**src/rtl/clock_group_pkg.sv**
```systemverilog
// Shared types and sizing for the clock-group reset sequencer.
package clock_group_pkg;

   localparam int unsigned CNT_W               = 8;
   localparam int unsigned DEFAULT_N_MEMBERS   = 4;
   localparam int unsigned DEFAULT_HOLD_CYCLES = 16;
   localparam int unsigned DEFAULT_GAP_CYCLES  = 4;

   typedef enum logic [2:0] {
      StIdle,
      StHold,
      StGate,
      StRelease,
      StUngate,
      StGap,
      StDone
   } state_e;

endpackage

```
**src/rtl/clock_group_delay_counter.sv**
```systemverilog
// Up-counter timing both the reset-hold window and the inter-release gap.
// tc is high on the last cycle of a window of (limit + 1) cycles.
module clock_group_delay_counter
   import clock_group_pkg::*;
(
   input  logic             clock,
   input  logic             reset,
   input  logic             load,
   input  logic             enable,
   input  logic [CNT_W-1:0] limit,
   output logic             tc
);

   logic [CNT_W-1:0] count_q, count_d;

   assign tc = (count_q == limit);

   // Saturates at the limit so the count can never wrap.
   always_comb begin
      count_d = count_q;
      if (load) begin
         count_d = '0;
      end else if (enable && !tc) begin
         count_d = count_q + CNT_W'(1);
      end
   end

   always_ff @(posedge clock) begin
      if (reset) begin
         count_q <= '0;
      end else begin
         count_q <= count_d;
      end
   end

endmodule

```
**src/rtl/clock_group_reset_sequencer.sv**
```systemverilog
// Holds selected clock-group members in reset, then releases them one at a time in
// ascending index order, gating each member's clock around its reset release.
module clock_group_reset_sequencer
   import clock_group_pkg::*;
#(
   parameter int unsigned N_MEMBERS   = DEFAULT_N_MEMBERS,
   parameter int unsigned HOLD_CYCLES = DEFAULT_HOLD_CYCLES,
   parameter int unsigned GAP_CYCLES  = DEFAULT_GAP_CYCLES
) (
   input  logic                 clock,
   input  logic                 reset,
   input  logic                 io_req_valid,
   output logic                 io_req_ready,
   input  logic [N_MEMBERS-1:0] io_req_mask,
   output logic [N_MEMBERS-1:0] io_member_reset,
   output logic [N_MEMBERS-1:0] io_member_clken,
   output logic                 io_busy,
   output logic                 io_done
);

   localparam int unsigned SEL_W = (N_MEMBERS > 1) ? $clog2(N_MEMBERS) : 1;
   localparam logic [CNT_W-1:0] HOLD_LIMIT = CNT_W'(HOLD_CYCLES - 1);
   localparam logic [CNT_W-1:0] GAP_LIMIT  = (GAP_CYCLES > 0) ? CNT_W'(GAP_CYCLES - 1) : '0;

   state_e                 state_q, state_d;
   logic [N_MEMBERS-1:0]   pending_q, pending_d;
   logic [N_MEMBERS-1:0]   member_reset_q, member_reset_d;
   logic [N_MEMBERS-1:0]   member_clken_q, member_clken_d;
   logic [SEL_W-1:0]       sel;
   logic                   cnt_load, cnt_en, cnt_tc;
   logic [CNT_W-1:0]       cnt_limit;

   // Lowest-index pending member; stable through GATE/RELEASE because the
   // pending bit is only cleared on the way into UNGATE.
   always_comb begin
      sel = '0;
      for (int i = int'(N_MEMBERS) - 1; i >= 0; i--) begin
         if (pending_q[i]) begin
            sel = SEL_W'(i);
         end
      end
   end

   assign cnt_limit = (state_q == StGap) ? GAP_LIMIT : HOLD_LIMIT;

   clock_group_delay_counter u_delay (
      .clock  (clock),
      .reset  (reset),
      .load   (cnt_load),
      .enable (cnt_en),
      .limit  (cnt_limit),
      .tc     (cnt_tc)
   );

   always_comb begin
      state_d        = state_q;
      pending_d      = pending_q;
      member_reset_d = member_reset_q;
      member_clken_d = member_clken_q;
      cnt_load       = 1'b0;
      cnt_en         = 1'b0;
      case (state_q)
         StIdle: begin
            if (io_req_valid) begin
               pending_d = io_req_mask;
               cnt_load  = 1'b1;
               if (io_req_mask == '0) begin
                  state_d = StDone;
               end else begin
                  member_reset_d = member_reset_q | io_req_mask;
                  member_clken_d = member_clken_q | io_req_mask;
                  state_d        = StHold;
               end
            end
         end
         StHold: begin
            cnt_en = 1'b1;
            if (cnt_tc) begin
               member_clken_d[sel] = 1'b0;
               state_d             = StGate;
            end
         end
         StGate: begin
            member_reset_d[sel] = 1'b0;
            state_d             = StRelease;
         end
         StRelease: begin
            member_clken_d[sel] = 1'b1;
            pending_d[sel]      = 1'b0;
            state_d             = StUngate;
         end
         StUngate: begin
            if (pending_q == '0) begin
               state_d = StDone;
            end else if (GAP_CYCLES == 0) begin
               member_clken_d[sel] = 1'b0;
               state_d             = StGate;
            end else begin
               cnt_load = 1'b1;
               state_d  = StGap;
            end
         end
         StGap: begin
            cnt_en = 1'b1;
            if (cnt_tc) begin
               member_clken_d[sel] = 1'b0;
               state_d             = StGate;
            end
         end
         StDone: begin
            state_d = StIdle;
         end
         default: begin
            state_d = StIdle;
         end
      endcase
   end

   // Reset lands in HOLD with everything pending: a power-on sequence of all members.
   always_ff @(posedge clock) begin
      if (reset) begin
         state_q        <= StHold;
         pending_q      <= '1;
         member_reset_q <= '1;
         member_clken_q <= '1;
      end else begin
         state_q        <= state_d;
         pending_q      <= pending_d;
         member_reset_q <= member_reset_d;
         member_clken_q <= member_clken_d;
      end
   end

   assign io_member_reset = member_reset_q;
   assign io_member_clken = member_clken_q;
   assign io_req_ready    = (state_q == StIdle);
   assign io_busy         = (state_q != StIdle);
   assign io_done         = (state_q == StDone);

endmodule

```
**config.mk**
```make
export PLATFORM = sky130hd
export DESIGN_NAME = clock_group_reset_sequencer
export DESIGN_NICKNAME = d
export VERILOG_FILES = /design/src/rtl/clock_group_pkg.sv /design/src/rtl/clock_group_delay_counter.sv /design/src/rtl/clock_group_reset_sequencer.sv
export SDC_FILE = /design/constraint.sdc
export NUM_CORES = 1
export LEC_CHECK = 0
export CORE_MARGIN = 2
export CORE_UTILIZATION = 30
export CTS_CLUSTER_DIAMETER = 200
export DETAILED_ROUTE_END_ITERATION = 6
export DONT_BUFFER_PORTS = 1
export RECOVER_POWER = 50
export SETUP_SLACK_MARGIN = 0.02
export SLEW_MARGIN = 20
export SYNTH_ARGS = -nofsm -noshare
export SYNTH_HDL_FRONTEND = slang
export SYNTH_SLANG_ARGS = --single-unit
```
**constraint.sdc**
```tcl
create_clock -name clock -period 5.5 [get_ports clock]
set_clock_uncertainty 0.15 [all_clocks]
set_input_delay 1.65 -clock clock [delete_from_list [all_inputs] [get_ports clock]]
set_output_delay 1.65 -clock clock [all_outputs]
set_load 0.02 [all_outputs]
```
==> results, run 1 <==
- Of the total power, the clock network draws 0.213.
- The final layout contains 160 nets.
- The worst hold slack is 0.354 ns.
- Setup violations remaining at the end of the flow were counted as 0.
- The length of the first detailed-routing pass in iterations is 4.
- Synthesis produced a netlist whose cell count is 156.
- The checks that failed: capacitance limit, slew limit.
- The routed length per instance is around 15 um.
- After clock tree synthesis, the setup repair step added 0 buffers.
- The count of hold-fix buffers inserted at cts is 0.
- The half-perimeter wire length after detailed placement is approximately 2.2 mm.
- At the worst endpoint, the required time is ~5.5 ns.
- The endpoint identified for the worst register-to-register timing path is io_member_clken[2]$_SDFFE_PP1P_.
- In this run the worst hold path is classified as reg2reg.
- The later pin in the worst-skew pair is clocked with a latency of about 0.27 ns.
- The depth of the worst register-to-register path is 4.
- For this run, the leading register cell type out of synthesis is dfxtp_1.
- The total overflow reported by the global router is 0.
- The Yosys step of the flow raised 0 warnings.
- The number of antenna violations at the first check in global routing is 0.
- The share of the Yosys chip area taken by registers is 0.363.
- Across the whole layout, storage elements account for approximately 460 um2.
- The number of buffers inserted during clock tree synthesis is 3.
- Setup repair after global routing left no endpoint under its margin.
- The post-route antenna net violation count is 0.
- The mapped netlist covers about 1300 um2.
- The kind of start point of the critical path is a primary input.
- The total global-route track usage is 0.128.
- Counting along the longest clock path gives a buffer depth of 2.
- For this configuration, the core starts out at a cell density of 0.315.
- The shortest period the worst path allows is 4.08 ns.
- The worst setup margin is between 1 and 1.5 ns.
- The cell at the root of the clock tree is clkbuf_8.
- The share of the cycle needed by the critical path after routing is 0.743.
- At the pin with the least slew margin, the transition time is around 2 ns.
- The share of the synthesized area in the top cell type is 0.363.
- Using the TritonRoute via totals, the vias-per-cell ratio works out to ~5.9.
- The tool flagged a number of max-cap violations equal to 1.
- The fraction of the mapped netlist area in compound gates is 0.286.
- The relative area change from synthesis to final layout is 3.94%.
- The run finished, with violations left.
- The initialized floorplan defines 23 standard-cell rows.
- The worst setup slack after placement is ~2.2 ns.
- The worst setup path is captured at a flip-flop.
- For this run, the top clock speed supported by timing is 0.245 GHz.
- The number of global-route vias before repair is 1047.
- The repair_antennas step left the layout with diodes totalling 0.
- The final count of pins violating max slew is 13.
- Counting every net in the synthesized netlist gives 164.
- The dominant combinational cell family by area after synthesis is compound AO/OA/AOI/OAI gates.
- The fraction of final layout cells sized beyond drive strength 1 is 0.0331.
- The number of library cell types mapped by synthesis is 46.
- The standard cell core area is between 4000 and 5000 um2.
- The switching portion of total power is 0.402.
- For this design the static power due to leakage is roughly 0.00050 uW.
- The residual DRC count is 0.
- Summing all multi-input logic gate instances after layout gives 724 um2.
- The chip width is 69.0 um.
- After synthesis, the share of flip-flops with an asynchronous set or reset is 0.
- The biggest area contributor in the post-synthesis netlist is dfxtp_1.
- The first global-routing pass estimated between 5 and 6 mm of wire.
- Of the total power, combinational logic draws 0.310.
- The portion of synthesized area spent on multiplexers is 0.0158.
- The total clock sinks is 23.
- The average footprint of a synthesized cell is a little over 8 um2.
- The count of final hold-check violations is 0.
- The portion of total power attributed to sequential cells is 0.477.
- The die is just under 70 um tall.
- In this run the tightest slew margin relative to its limit is -0.324.
- Data arrives at the worst endpoint at approximately 4 ns.
- The H-tree depth is 1.
- The total wire length after detailed routing is just over 3 mm.
- In this run, the number of DRC markers left after iteration 0 of detailed routing was 39.
- The count of pins on the block boundary is 18.
- Cell internal power was estimated by the tool at around 300 uW.
- The worst setup path category is in2reg.
- Buffers placed on the I/O ports in this run total 0.
- By count the netlist is led by 23 x dfxtp_1, 19 x a21oi_1, 12 x nand2_1, 12 x nor2_1, 11 x o21ai_0.
- In the post-synthesis netlist, the cell with the most instances is dfxtp_1.
- Of the total synthesized cell area, the portion taken by full adders, half adders and majority gates is 0.00986.
- The routed layout has 1192 vias.
- The clock transition at the register clock pins on the worst setup and hold paths after CTS is roughly 0.08 ns.
- The worst register-to-register path has a setup slack of ~2.2 ns.
- Of the total synthesized cell area, the portion taken by AND, OR, NAND and NOR gates is 0.257.
- The xor/xnor share of the synthesized area is 0.0138.
- The final-layout setup total negative slack is 0 ns.
- Counting flops and latches in the post-synthesis netlist gives 23.
- The count of instances resized after the clock tree is built is 0.
- The endpoint of the most critical setup path is io_member_clken[2]$_SDFFE_PP1P_.
- The clock tree from TritonCTS is done.
- In this run, synthesis inferred 0 flip-flops with an integrated enable.
- Summed over all nets, the switching power comes to a little over 200 uW.
- Entering global routing, the biggest net connects 17 pins.
- The launching element of the worst setup path is io_req_valid.
- The top fanout value on the critical path is 12.
- The power per cell area is 382 nW/um2.
- The reg-to-reg startpoint is state_q[2]$_SDFFE_PP0P_.
- Counting the fill cells in the layout gives roughly 440.
- In the post-synthesis netlist, the biggest area contributors are dfxtp_1 36%, a21oi_1 7.5%, o21ai_0 4.3%.
- The worst supply voltage drop on vdd is ~0.2 mV.
- The area of the die is ~4800 um2.
- At the end of routability-driven placement, the weighted congestion stood at approximately 0.84.
==> state kept, by name, indices dropped and copies added, names as in the netlist <==
register         flops
io_member_clken      4
io_member_reset      4
pending_q            4
state_q              3
u_delay.count_q      8
==> worst max-delay path, stage by stage <==
cell and delay, ns:
nor4b_1 1.49, a21oi_2 0.27, a21boi_1 0.25, a2111o_1 0.43
==> worst min path at each step <==
stage                                    startpoint  cells after the start                               to  slack (ns)
finish              u_delay.count_q[1]$_SDFFE_PP0P_                      2  u_delay.count_q[1]$_SDFFE_PP0P_        0.35
floorplan                 pending_q[3]$_SDFFE_PP1P_                      2        pending_q[3]$_SDFFE_PP1P_        0.31
detailed placement  u_delay.count_q[1]$_SDFFE_PP0P_                      2  u_delay.count_q[1]$_SDFFE_PP0P_        0.34
global placement    u_delay.count_q[1]$_SDFFE_PP0P_                      2  u_delay.count_q[1]$_SDFFE_PP0P_        0.33
global route              pending_q[3]$_SDFFE_PP1P_                      2        pending_q[3]$_SDFFE_PP1P_        0.39
CTS                 u_delay.count_q[1]$_SDFFE_PP0P_                      2  u_delay.count_q[1]$_SDFFE_PP0P_        0.35
==> layout make-up <==
cell class,count,area share
clock buffer,4,0.0342
sequential,23,0.349
multi-input combinational,117,0.549
inverter,7,0.0199
tap,50,0.0474
==> layout by cell type (no fill, tap or decap), types with 3 or more instances in the layout <==
cell | Yosys | final
a211oi_1 | 4 | 4
a21oi_1 | 19 | 19
and3_1 | 3 | 3
clkbuf_8 | 0 | 3
dfxtp_1 | 23 | 23
inv_1 | 7 | 7
nand2_1 | 12 | 12
nand3_1 | 3 | 3
nor2_1 | 12 | 12
nor3_1 | 4 | 4
o21ai_0 | 11 | 11
o31ai_1 | 5 | 5
or4_1 | 4 | 4
==> cell families after synthesis <==
group / count (synthesis)
mux: 2
fa+ha+maj: 1
flops: 23
compound gates: 56
buf+inv: 16
xor+xnor: 2
simple gates: 56
==> power by group through the flow <==
stage	registers (uW)	clock network, uW	logic (uW)
after floorplan	219	0	152
after global placement	244	0	152
after detailed placement	247	0	157
after CTS	243	108	157
after global routing	247	116	175
final	240	107	156
==> through the flow <==
step                      instances  utilization  total power, uW  area (um2)
after floorplan                 156            -              371        1270
after global placement          197        0.320              396        1290
after detailed placement        197        0.320              404        1290
after CTS                       201        0.331              508        1330
after global routing            201        0.327              538        1320
final                           201        0.327              504        1320
==> layer usage <==
layer,up-vias,routed length [um],global-route usage
li1,572,-,-
met4,0,46,0.0458
met1,573,1490,0.183
met5,-,0,0
met3,5,188,0.0249
met2,42,1350,0.190
Note: power is estimated with default switching activity, not from simulation.
==> run 2: changes to the inputs <==
- clock period: 5.5 -> 3.7 ns (I/O delays scaled with it)
==> results, run 2 (synthesized netlist as in run 1, its figures left out) <==
- The number of maximum-capacitance violations is 0.
- Leaving out fill and tap cells, the most frequent cells in the layout are 23 x dfxtp_1, 19 x a21oi_1, 12 x nor2_1, 12 x nand2_1, 11 x o21ai_0.
- At the worst endpoint, the arrival time is around 1.5 ns.
- The effective utilization at floorplan is 0.315.
- For this design, the CTS-stage hold fixing added 0 buffers.
- The routed design could run at a clock period as short as between 2 and 3 ns.
- The number of antenna violations at the first check in global routing is 0.
- For this design the static power due to leakage is a little over 0.0005 uW.
- Setup violations remaining at the end of the flow were counted as 0.
- The total clock sinks is 23.
- After routing, the total negative slack on setup checks comes to 0 ns.
- Setup repair after global routing left no endpoint under its margin.
- The flip-flop count of the largest register, all copies and words added is 8.
- Fill cells in the final layout number 438.
- IR analysis of the VDD net gives a maximum drop of between 0.2 and 0.3 mV.
- The post-route antenna net violation count is 0.
- Entering global routing, the biggest net connects 17 pins.
- The H-tree depth is 1.
- The cell at the root of the clock tree is clkbuf_8.
- The chip width is about 69 um.
- The final count of pins violating max slew is 0.
- The fraction of final layout cells sized beyond drive strength 1 is 0.0397.
- The count of final hold-check violations is 0.
- The wire length of the first global-routing pass is just over 5 mm.
- Along the worst path, the maximum fanout reaches 14.
- STA classifies the critical path endpoint as a primary output.
- The detailed router finished its first iteration with 30 violations.
- The area growth from synthesis to layout is 5.13%.
- The tightest min-delay check is of the reg2reg type.
- The achievable frequency is approximately 0.36 GHz.
- The number of global-route vias before repair is between 1k and 1.5k.
- The number of clock buffers added by TritonCTS is 3.
- The global placement routability congestion is about 0.84.
- The kind of start point of the critical path is a flip-flop.
- Of the available clock period, the critical path in the final layout requires 0.742.
- The die covers 4770 um2.
- The later pin in the worst-skew pair is clocked with a latency of approximately 0.27 ns.
- In the routed layout, each cell is associated on average with a via count of slightly below 6.
- For this design the ratio of total power to cell area is approximately 570 nW/um2.
- The count of instances resized after the clock tree is built is 0.
- The total wire length after detailed routing is around 3.1 mm.
- Leaving out fill and tap cells, the most frequent cell in the layout is dfxtp_1.
- The detailed-route via count is 1166.
- Dividing the detail-routed wire length by the instance count gives 15.2 um.
- The actual slew at the worst max-slew pin is 0.657 ns.
- The floorplan has 23 rows.
- After legalization and detailed placement, the total HPWL measured 2.26 mm.
- Across every metal layer, demand over resource in global routing totals 0.132.
- The core region is between 4000 and 5000 um2.
- The worst pin sits at a relative slew slack of 0.560.
- The number of buffer cells added on primary ports is 0.
- The flow ran to the end, and the final reports show no timing, DRC or antenna violations.
- TritonCTS built the clock tree.
- The die is 69.0 um tall.
- Measured on the finished design, the core utilization comes to 0.331.
- The total overflow reported by the global router is 0.
- Clock-pin slew was measured on the worst setup and hold paths at about 0.08 ns.
- The worst setup path category is reg2out.
- The count of pins on the block boundary is 18.
- The register with the most flip-flops in the final layout is u_delay.count_q.
- The final layout contains 160 nets.
- 0 antenna diodes ended up in the layout.
- The length of the first detailed-routing pass in iterations is 4.
- The number of buffers inserted to repair setup after CTS is 0.
- STA puts the critical path data required time at approximately 2.4 ns.
- The longest clock path from root to sink contains 2 buffers.
- In the routed design, unresolved DRC markers number 0.
==> run 2: changes by cell type in the layout (fill, tap and decap cells not counted) <==
cell,change
nor4b_4,+1
nor4b_1,-1
==> run 2: worst max-delay path, cell delays in order, from the launching register on <==
cell,delay [ns]
dfxtp_1,0.45
nor2_1,0.32
nand2_1,0.23
inv_1,0.21
==> run 2: power by group <==
group | switching, uW | internal (uW) | total (uW)
logic | 146 | 87.1 | 233
registers | 76.0 | 285 | 362
clock network | 82.4 | 77.0 | 159
==> run 2: cell type report <==
cell class              count  area (um2)  share of cell area
multi-input cells         117         739               0.554
well taps                  50        62.6              0.0469
clock buffers               4        45.0              0.0338
flip-flops and latches     23         460               0.345
inverters                   7        26.3              0.0197
==> run 2: per-stage QoR <==
stage	cell area [um2]	power [uW]	std cells	setup slack [ns]	hold WS, ns
floorplan	1270	552	156	1.14	0.308
global placement	1290	589	197	1.02	0.327
detailed placement	1290	598	197	0.981	0.338
CTS	1330	758	201	0.966	0.352
global route	1330	806	201	0.848	0.397
finish	1330	754	201	0.954	0.359
==> run 2: final timing paths <==
check | to | startpoint | slack (ns) | cells after the start
max | io_req_ready | state_q[2]$_SDFFE_PP0P_ | 0.95 | 3
max reg2reg | io_member_clken[3]$_SDFFE_PP1P_ | state_q[2]$_SDFFE_PP0P_ | 1.48 | 4
min | u_delay.count_q[1]$_SDFFE_PP0P_ | u_delay.count_q[1]$_SDFFE_PP0P_ | 0.36 | 2
min reg2reg | u_delay.count_q[1]$_SDFFE_PP0P_ | u_delay.count_q[1]$_SDFFE_PP0P_ | 0.36 | 2
==> run 2: per-layer routing <==
metal,global-route usage,share of wire,up-vias
li1,-,-,569
met1,0.179,0.49,555
met2,0.200,0.43,37
met3,0.0278,0.057,5
met4,0.0588,0.019,0
met5,0,0,-
==> run 3: changes to the inputs <==
- clock period: 3.7 -> 2.3 ns (I/O delays scaled with it)
==> results, run 3 (synthesized netlist as in run 1, its figures left out) <==
- The final-layout setup total negative slack is 0 ns.
- In the routed design, unresolved DRC markers number 0.
- In this run the number of H-tree levels came out at 1.
- The global placement routability congestion is about 0.84.
- Leaving out fill and tap cells, the most frequent cell in the layout is dfxtp_1.
- Among all stages on the critical path, the largest delay is contributed by dfxtp_1.
- After layout, the minimum clock period comes to 2.16 ns.
- The final route contains about 1.2k vias.
- The fraction of final layout cells sized beyond drive strength 1 is 0.0641.
- The share of power burned in combinational logic is 0.338.
- The area of the die is roughly 4800 um2.
- The net total in the final layout is approximately 170.
- Setup repair after global routing left no endpoint under its margin.
- The cell at the root of the clock tree is clkbuf_8.
- The kind of start point of the critical path is a flip-flop.
- The final core utilization is 0.336.
- For this run the aggregate overflow at the end of global routing stands at 0.
- The tool flagged a number of max-cap violations equal to 0.
- The first global-routing pass estimated approximately 5.1 mm of wire.
- Among the stages of the critical path, the cell type that occurs most often is buf_4.
- The worst supply voltage drop on vdd is about 0.37 mV.
- The achievable frequency is between 0.4 and 0.5 GHz.
- Summed over all cells, the static leakage comes to 0.000523 uW.
- Summed over all nets, the switching power comes to ~500 uW.
- The effective utilization at floorplan is 0.315.
- The share of the cycle needed by the critical path after routing is 0.938.
- Dividing the detail-routed wire length by the instance count gives approximately 15 um.
- The antenna diode instance count is 0.
- The maximum buffer depth of the clock tree is 2.
- In the layout the commonest cells are 22 x dfxtp_1, 19 x a21oi_1, 12 x nor2_1, 12 x nand2_1, 11 x o21ai_0.
- The share of total power dissipated in sequential elements is 0.450.
- Summing all placed instances gives a cell area of approximately 1300 um2.
- The flip-flop count of the largest register, all copies and words added is 8.
- The endpoint kind of the worst setup timing path is a primary output.
- TritonCTS created 3 clock buffers.
- The fill cell total of the finished layout is 425.
- The clock latency on the worst-skew pair is 0.28 ns.
- From left edge to right edge, the die measures 69.0 um.
- The worst hold slack is ~0.32 ns.
- In this design, the stage delay of the slowest critical-path cell is ~0.33 ns.
- The count of pins on the block boundary is 18.
- The count of standard-cell rows is 23.
- The number of antenna violations at the first check in global routing is 0.
- The internal power of the cells totals roughly 750 uW.
- The number of buffer cells added on primary ports is 0.
- The maximum number of pins on one net before global-route repair is 17.
- The count of final hold-check violations is 0.
- Relative to the synthesized area, the layout overhead comes to 6.71%.
- The actual slew at the worst max-slew pin is approximately 0.53 ns.
- After detailed routing, the total wire length is around 3.2 mm.
- By startpoint and endpoint, the worst setup path is classified as reg2out.
- The clock transition at the register clock pins on the worst setup and hold paths after CTS is about 0.09 ns.
- The switching portion of total power is 0.401.
- The worst slew margin relative to its limit is 0.644.
- The reg2reg setup slack is about 0.2 ns.
- Data on the critical path arrives at its endpoint at between 1 and 1.5 ns.
- The detail route stage leaves a number of antenna-violating nets equal to 0.
- For the worst setup path, the data required time is approximately 1.5 ns.
- TritonCTS built the clock tree.
- Of the total power, the clock network draws 0.212.
- The register containing the most flip-flops in the final layout is u_delay.count_q.
- The total global-route track usage is 0.131.
- The length of the first detailed-routing pass in iterations is 4.
- The tree built by TritonCTS fans out to 23 sinks.
- The half-perimeter wire length after detailed placement is between 2 and 2.5 mm.
- The number of global-route vias before repair is approximately 1.0k.
- The signal on the critical path passes through buf_4, nor2_1, nand2_1, buf_4.
- Setup violations remaining at the end of the flow were counted as 0.
- The final count of pins violating max slew is 0.
- The via density per instance is roughly 5.7.
- The cell area after layout is about 1400 um2.
- The flow ran to the end, and the final reports show no timing, DRC or antenna violations.
- The top fanout value on the critical path is 12.
- Buffers added to address setup during post-CTS repair amount to 0.
- In this run the vertical extent of the chip is roughly 69 um.
- The tightest min-delay check is of the in2reg type.
- The standard cell core area is approximately 4000 um2.
- The number of DRC markers in iteration 0 is between 40 and 50.
- Power spread over the standard cell area amounts to 924 nW/um2.
run 3: cell types whose count changed in the layout (fill, tap and decap cells not counted), sizes merged:
cell	delta
clkbuf	+1
buf	+4
run 3: critical path, delay by kind of cell, from the launching register on:
kind / cells / cell delay (ns)
buffers and inverters: 2 / 0.34
flip-flops: 1 / 0.33
AND/OR/NAND/NOR: 2 / 0.37
run 3: final cells by class:
| type | count | area, um2 | area share |
|---|---|---|---|
| Clock buffer | 4 | 45.0 | 0.0333 |
| Tap cell | 50 | 62.6 | 0.0462 |
| Timing Repair Buffer | 5 | 33.8 | 0.0250 |
| Sequential cell | 23 | 462 | 0.341 |
| Multi-Input combinational cell | 117 | 724 | 0.535 |
| Inverter | 7 | 26.3 | 0.0194 |
run 3: repair_timing:
action,CTS,global route
hold endpoints to repair,0,0
hold buffers,0,0
gates resized for setup,0,1
setup endpoints to repair,0,1
run 3: layer usage:
metal | part of all wire | wire length, um | global-route usage | vias to the layer above
met2 | 0.46 | 1460 | 0.208 | 33
met5 | 0 | 0 | 0 | -
li1 | - | - | - | 590
met3 | 0.067 | 212 | 0.0278 | 6
met1 | 0.46 | 1450 | 0.170 | 555
met4 | 0.016 | 52 | 0.0566 | 0
run 3: power groups by stage:
stage / combinational (uW) / clock, uW / sequential (uW)
after CTS: 430 / 263 / 566
after global placement: 414 / 0 / 568
after floorplan: 364 / 0 / 524
final: 423 / 265 / 563
after global routing: 471 / 283 / 575
after detailed placement: 428 / 0 / 575
run 3: worst paths after layout:
path | start | to | cells after the start
worst min-delay path | reset | state_q[1]$_SDFFE_PP0P_ | 1
worst max-delay path | state_q[2]$_SDFFE_PP0P_ | io_busy | 4
worst max register to register | state_q[2]$_SDFFE_PP0P_ | io_member_clken[0]$_SDFFE_PP1P_ | 6
worst min register to register | pending_q[3]$_SDFFE_PP1P_ | pending_q[3]$_SDFFE_PP1P_ | 2
run 3: stage by stage:
stage	power, uW	worst slack (ns)	std cells
4_1_cts	1260	0.127	206
3_3_place_gp	982	0.155	202
2_1_floorplan	888	0.158	156
6_report	1250	0.142	206
5_1_grt	1330	0.0505	206
3_5_place_dp	1000	0.126	202
